==> config.mk <==
export PLATFORM = sky130hd
export DESIGN_NAME = tx_framer_flat
export DESIGN_NICKNAME = d
export VERILOG_FILES = /design/src/rtl/tx_framer_if.sv /design/src/rtl/tx_framer.sv /design/src/flat_wrapper.sv
export SDC_FILE = /design/constraint.sdc
export NUM_CORES = 1
export LEC_CHECK = 0
export CORE_MARGIN = 3
export CORE_UTILIZATION = 42
export CTS_CLUSTER_SIZE = 30
export DETAILED_ROUTE_END_ITERATION = 16
export PLACE_DENSITY = 0.9
export SYNTH_ARGS = -nofsm -noshare
export SYNTH_HDL_FRONTEND = slang
export SYNTH_SLANG_ARGS = --single-unit
==> constraint.sdc <==
create_clock -name clk -period 1.62 [get_ports clk]
set_input_delay 0.243 -clock clk [delete_from_list [all_inputs] [get_ports clk]]
set_output_delay 0.243 -clock clk [all_outputs]
set_load 0.1 [all_outputs]
==> src/rtl/tx_framer_if.sv <==
// Byte-stream and transmitter handshake bundle for tx_framer.
// master: protocol layer plus transmitter side; slave: the framer.
interface tx_framer_if;
  logic [7:0] in_data;
  logic [2:0] in_bits;
  logic       in_last;
  logic       in_valid;
  logic       in_ready;
  logic       append_crc;
  logic [7:0] data;
  logic [2:0] data_bits;
  logic       ready_to_send;
  logic       req;

  modport master (
    output in_data, in_bits, in_last, in_valid, append_crc, req,
    input  in_ready, data, data_bits, ready_to_send
  );

  modport slave (
    input  in_data, in_bits, in_last, in_valid, append_crc, req,
    output in_ready, data, data_bits, ready_to_send
  );
endinterface

==> src/rtl/tx_framer.sv <==
// Frames an upstream byte stream for the PICC transmitter, one holding slot deep.
// Define TX_FRAMER_CRC_EN to build the optional trailing CRC_A (LSB byte first).
module tx_framer #(
  parameter logic [15:0] CRC_INIT = 16'h6363
) (
  input  logic        clk,
  input  logic        rst,
  tx_framer_if.slave  bus,
  output logic        busy,
  output logic        frame_done
);

`ifdef TX_FRAMER_CRC_EN
  typedef enum logic [1:0] {IDLE, DATA, CRC_LO, CRC_HI} state_t;
`else
  typedef enum logic [1:0] {IDLE, DATA} state_t;
`endif

  state_t     state, state_n;
  logic [7:0] slot_data, slot_data_n;
  logic [2:0] slot_bits, slot_bits_n;
  logic       slot_full, slot_full_n;
  logic       last_acc, last_acc_n;
  logic       done_q, done_n;
  logic       accept, full_byte;
  logic [2:0] eff_bits;

`ifdef TX_FRAMER_CRC_EN
  logic        crc_en, crc_en_n;
  logic [15:0] crc, crc_n;

  // Reflected CRC-16 (poly 0x8408), one byte per call, LSB of data first.
  function automatic logic [15:0] crc_upd(input logic [15:0] c, input logic [7:0] d);
    logic [15:0] r;
    r = c;
    for (int i = 0; i < 8; i++)
      r = (r[0] ^ d[i]) ? ((r >> 1) ^ 16'h8408) : (r >> 1);
    return r;
  endfunction
`else
  logic crc_unused;
  assign crc_unused = ^{bus.append_crc, CRC_INIT};
`endif

  assign bus.in_ready      = !slot_full && (state == IDLE || state == DATA) && !last_acc;
  assign bus.data          = slot_data;
  assign bus.data_bits     = slot_bits;
  assign bus.ready_to_send = slot_full;
  assign frame_done        = done_q;
  assign busy              = (state != IDLE) || done_q;

  assign accept    = bus.in_valid && bus.in_ready;
  assign eff_bits  = bus.in_last ? bus.in_bits : 3'd0;
  assign full_byte = (eff_bits == 3'd0);

  always_comb begin
    state_n     = state;
    slot_data_n = slot_data;
    slot_bits_n = slot_bits;
    slot_full_n = slot_full;
    last_acc_n  = last_acc;
    done_n      = 1'b0;
`ifdef TX_FRAMER_CRC_EN
    crc_en_n    = crc_en;
    crc_n       = crc;
`endif
    case (state)
      IDLE: begin
        if (accept) begin
          slot_data_n = bus.in_data;
          slot_bits_n = eff_bits;
          slot_full_n = 1'b1;
          last_acc_n  = bus.in_last;
          state_n     = DATA;
`ifdef TX_FRAMER_CRC_EN
          crc_en_n = bus.append_crc && full_byte;
          crc_n    = full_byte ? crc_upd(CRC_INIT, bus.in_data) : CRC_INIT;
`endif
        end
      end
      DATA: begin
        if (accept) begin
          slot_data_n = bus.in_data;
          slot_bits_n = eff_bits;
          slot_full_n = 1'b1;
          last_acc_n  = bus.in_last;
`ifdef TX_FRAMER_CRC_EN
          // A partial trailing byte means a short frame: never carries CRC.
          if (full_byte) crc_n = crc_upd(crc, bus.in_data);
          else           crc_en_n = 1'b0;
`endif
        end else if (bus.req && slot_full) begin
          if (!last_acc) begin
            slot_full_n = 1'b0;
`ifdef TX_FRAMER_CRC_EN
          end else if (crc_en) begin
            slot_data_n = crc[7:0];
            slot_bits_n = 3'd0;
            state_n     = CRC_LO;
`endif
          end else begin
            slot_full_n = 1'b0;
            last_acc_n  = 1'b0;
            done_n      = 1'b1;
            state_n     = IDLE;
          end
        end
      end
`ifdef TX_FRAMER_CRC_EN
      CRC_LO: begin
        if (bus.req) begin
          slot_data_n = crc[15:8];
          state_n     = CRC_HI;
        end
      end
      CRC_HI: begin
        if (bus.req) begin
          slot_full_n = 1'b0;
          last_acc_n  = 1'b0;
          done_n      = 1'b1;
          state_n     = IDLE;
        end
      end
`endif
      default: state_n = IDLE;
    endcase
  end

  always_ff @(posedge clk) begin
    if (rst) begin
      state     <= IDLE;
      slot_data <= 8'd0;
      slot_bits <= 3'd0;
      slot_full <= 1'b0;
      last_acc  <= 1'b0;
      done_q    <= 1'b0;
`ifdef TX_FRAMER_CRC_EN
      crc_en    <= 1'b0;
      crc       <= CRC_INIT;
`endif
    end else begin
      state     <= state_n;
      slot_data <= slot_data_n;
      slot_bits <= slot_bits_n;
      slot_full <= slot_full_n;
      last_acc  <= last_acc_n;
      done_q    <= done_n;
`ifdef TX_FRAMER_CRC_EN
      crc_en    <= crc_en_n;
      crc       <= crc_n;
`endif
    end
  end

endmodule
==> src/flat_wrapper.sv <==
// flat-port wrapper written by rule: the top's interface ports become plain ports
module tx_framer_flat 
#(
  parameter logic [15:0] CRC_INIT = 16'h6363
)
  (clk, rst, busy, frame_done, bus_in_data, bus_in_bits, bus_in_last, bus_in_valid, bus_append_crc, bus_req, bus_in_ready, bus_data, bus_data_bits, bus_ready_to_send);
  tx_framer_if bus_i ();
  input  logic clk;
  input  logic rst;
  output logic busy;
  output logic frame_done;
  input wire logic [$bits(bus_i.in_data)-1:0] bus_in_data;
  input wire logic [$bits(bus_i.in_bits)-1:0] bus_in_bits;
  input wire logic [$bits(bus_i.in_last)-1:0] bus_in_last;
  input wire logic [$bits(bus_i.in_valid)-1:0] bus_in_valid;
  input wire logic [$bits(bus_i.append_crc)-1:0] bus_append_crc;
  input wire logic [$bits(bus_i.req)-1:0] bus_req;
  output wire logic [$bits(bus_i.in_ready)-1:0] bus_in_ready;
  output wire logic [$bits(bus_i.data)-1:0] bus_data;
  output wire logic [$bits(bus_i.data_bits)-1:0] bus_data_bits;
  output wire logic [$bits(bus_i.ready_to_send)-1:0] bus_ready_to_send;
  assign bus_i.in_data = bus_in_data;
  assign bus_i.in_bits = bus_in_bits;
  assign bus_i.in_last = bus_in_last;
  assign bus_i.in_valid = bus_in_valid;
  assign bus_i.append_crc = bus_append_crc;
  assign bus_i.req = bus_req;
  assign bus_in_ready = bus_i.in_ready;
  assign bus_data = bus_i.data;
  assign bus_data_bits = bus_i.data_bits;
  assign bus_ready_to_send = bus_i.ready_to_send;
  tx_framer #(.CRC_INIT(CRC_INIT)) u_core (.clk(clk), .rst(rst), .bus(bus_i), .busy(busy), .frame_done(frame_done));
endmodule
==> qor.yml <==
status: "completed"
min_period_ns: 1.41
critPathLaunchType: "flop"
yosysTopAreaCellShare: 0.433
yosysTopAreaCell: "dfxtp_1"
chipHeight_um: 46.6
netlist_top_cells_area: "dfxtp_1, nand2b_1, mux2i_1, nand3b_1, nor3b_4"
yosys.area_share.simple: 0.309
endpoint_kind: "primary output"
clk_pin_slew_ns: 0.09
setup_viol: 0
firstDrtPassIters: 4
track_usage: 0.157
cts_buffers: 3
synthMuxAreaShare: 0.159
drtIter0Drc: 8
ys_seq_area_frac: 0.433
totalWireLength_um: 1550
core_um2: 1520
cts_tree: "done"
synth-seq-cells: 15
endpoint: "busy"
ant_nets: 0
slew_violations: 0
rows: 14
hold_class: "flop to flop"
diodes: 0
wl_met3_um: 148
crit_required_ns: 1.38
port_buffers: 30
synthAdderAreaFrac: 0
dp.cells: 113
worstSetupStartpoint: "u_core.state[0]"
hold_viol: 0
tightest_slew_ns: 0.447
gr-total-overflow: 0
timing.hold.ws_ns: 0.518
highest_layer: "met3"
r2r_start: "u_core.bus.ready_to_send"
grt_pass1_vias: 580
yosysWarnings: 0
synth_xor_area_frac: 0
drc_errors: 0
reg2reg_depth: 3
syn_inst: 67
detail_route.wl_per_cell_um: 13.3
critical_path_arrival_ns: 1.17
ir_worst_vdd_mv: 0.727
hold_buffers: 0
route.met2.wl_um: 781
r2r_slack_ns: 0.35
grt_setup_unrepaired: "false"
p_leak_nw: 0.475
synth_fp_nets: 84
drive_gt1_frac: 0.267
post_dp_cell_area_um2: 1180
yosysUniqueCellTypes: 19
clockBufferDepth: 2
final_net_count: 119
grt_antenna_before_repair: 0
synth-compound-area-share: 0.0668
drv_cap: 0
path_max_fanout: 6
synth_top_family_by_area: "simple AND/OR/NAND/NOR gates"
design_area_um2: 1200
viasPerCell: 5.11
root_buffer: "clkbuf_4"
grt_pass1_wl_um: 2420
cts.htree.levels: 1
ctsResizeCount: 0
finalCritPeriodShare: 0.869
ioPinCount: 32
gp_congestion: 0.665
fmaxAchievable_mhz: 710
clock-sinks: 15
m1WireLength_um: 621
fin_skew_ns: 0.00422
dp_hpwl_um: 1230
areaGrowthSynthToFinish_pct: 73.5
grt_start_max_net_pins: 28
insertion_delay_ns: 0.27
max-slew-margin-rel: 0.702
powerDensity_nw_per_um2: 1050
rr_endpoint: "u_core.bus.data[2]"
vias: 598
die_area_um2: 2170
synthesis.area_um2: 693
crit_type: "flop to primary output"
dieWidth_um: 46.6
cts_post_setup_buffers_inserted: 0
synth.avg_cell_area_um2: 10.3
fin_cells: 117
start_util: 0.455
## area by class of cell
class | count | area (um2)
timing repair buffer | 33 | 473
multi-input combinational | 48 | 378
fill | 97 | 322
sequential | 15 | 302
clock buffer | 4 | 26.3
tap | 16 | 20.0
inverter | 1 | 3.75
## power by group
part	total, W	internal, W	switching, W
logic	0.000599	0.000246	0.000353
registers	0.000462	0.000405	0.0000574
clock network	0.000204	0.0000952	0.000109
total	0.00127	0.000746	0.000519
## logic make-up after synthesis
| group | after synthesis |
|---|---|
| multiplexers | 11 |
| AO/OA/AOI/OAI | 5 |
| buffers and inverters | 4 |
| AND/OR/NAND/NOR | 32 |
| flip-flops | 15 |
## how the worst min path moves through the flow
stage	startpoint	to	cells after the start
after floorplan	bus_req	u_core.frame_done	2
after global placement	u_core.bus.data[0]	u_core.bus.data[0]	2
after detailed placement	u_core.bus.data[4]	u_core.bus.data[4]	2
after CTS	u_core.bus.data[3]	u_core.bus.data[3]	2
after global routing	u_core.bus.data[3]	u_core.bus.data[3]	2
final	u_core.bus.data[1]	u_core.bus.data[1]	2
## state kept, by name, indices dropped and copies added (netlist names)
signal	count
u_core.bus.data	8
u_core.bus.data_bits	3
u_core.bus.ready_to_send	1
u_core.frame_done	1
u_core.last_acc	1
u_core.state	1
## per-stage QoR
step	setup TNS (ns)	util	worst slack [ns]	power [W]
floorplan	-0.176	-	-0.0508	0.000834
global placement	0	0.772	0.146	0.00106
detailed placement	0	0.772	0.0753	0.00107
CTS	0	0.789	0.209	0.00128
global route	0	0.789	0.170	0.00131
finish	0	0.789	0.212	0.00127
## Yosys cell counts
master,count
dfxtp_1,15
clkbuf_1,2
nand4_1,1
o32ai_1,1
o21ba_1,1
or2_2,1
and3_1,1
nor2b_2,1
nor2_1,2
and2_1,1
a21boi_0,1
a21oi_1,1
nand2b_1,21
nor3b_4,1
mux2i_1,11
buf_6,1
a2111oi_2,1
nand3b_1,3
inv_1,1
## placed cells by master (no fill, tap or decap), drive strengths merged, types with 2 or more instances in the layout
cell and count:
buf 18, clkbuf 4, clkdlybuf4s50 15, dfxtp 15, mux2i 11, nand2b 21, nand3b 3, nor2 2
## routing by layer
| layer | up-vias | track usage |
|---|---|---|
| li1 | 294 | - |
| met1 | 276 | 0.186 |
| met2 | 28 | 0.277 |
| met3 | 0 | 0.0430 |
| met4 | 0 | 0.0331 |
| met5 | - | 0 |
## critical path, stage by stage, from the launching register on
cell and delay (ns):
dfxtp_1 0.37, or2_2 0.34, buf_12 0.17
Note: power is estimated with default switching activity, not from simulation.
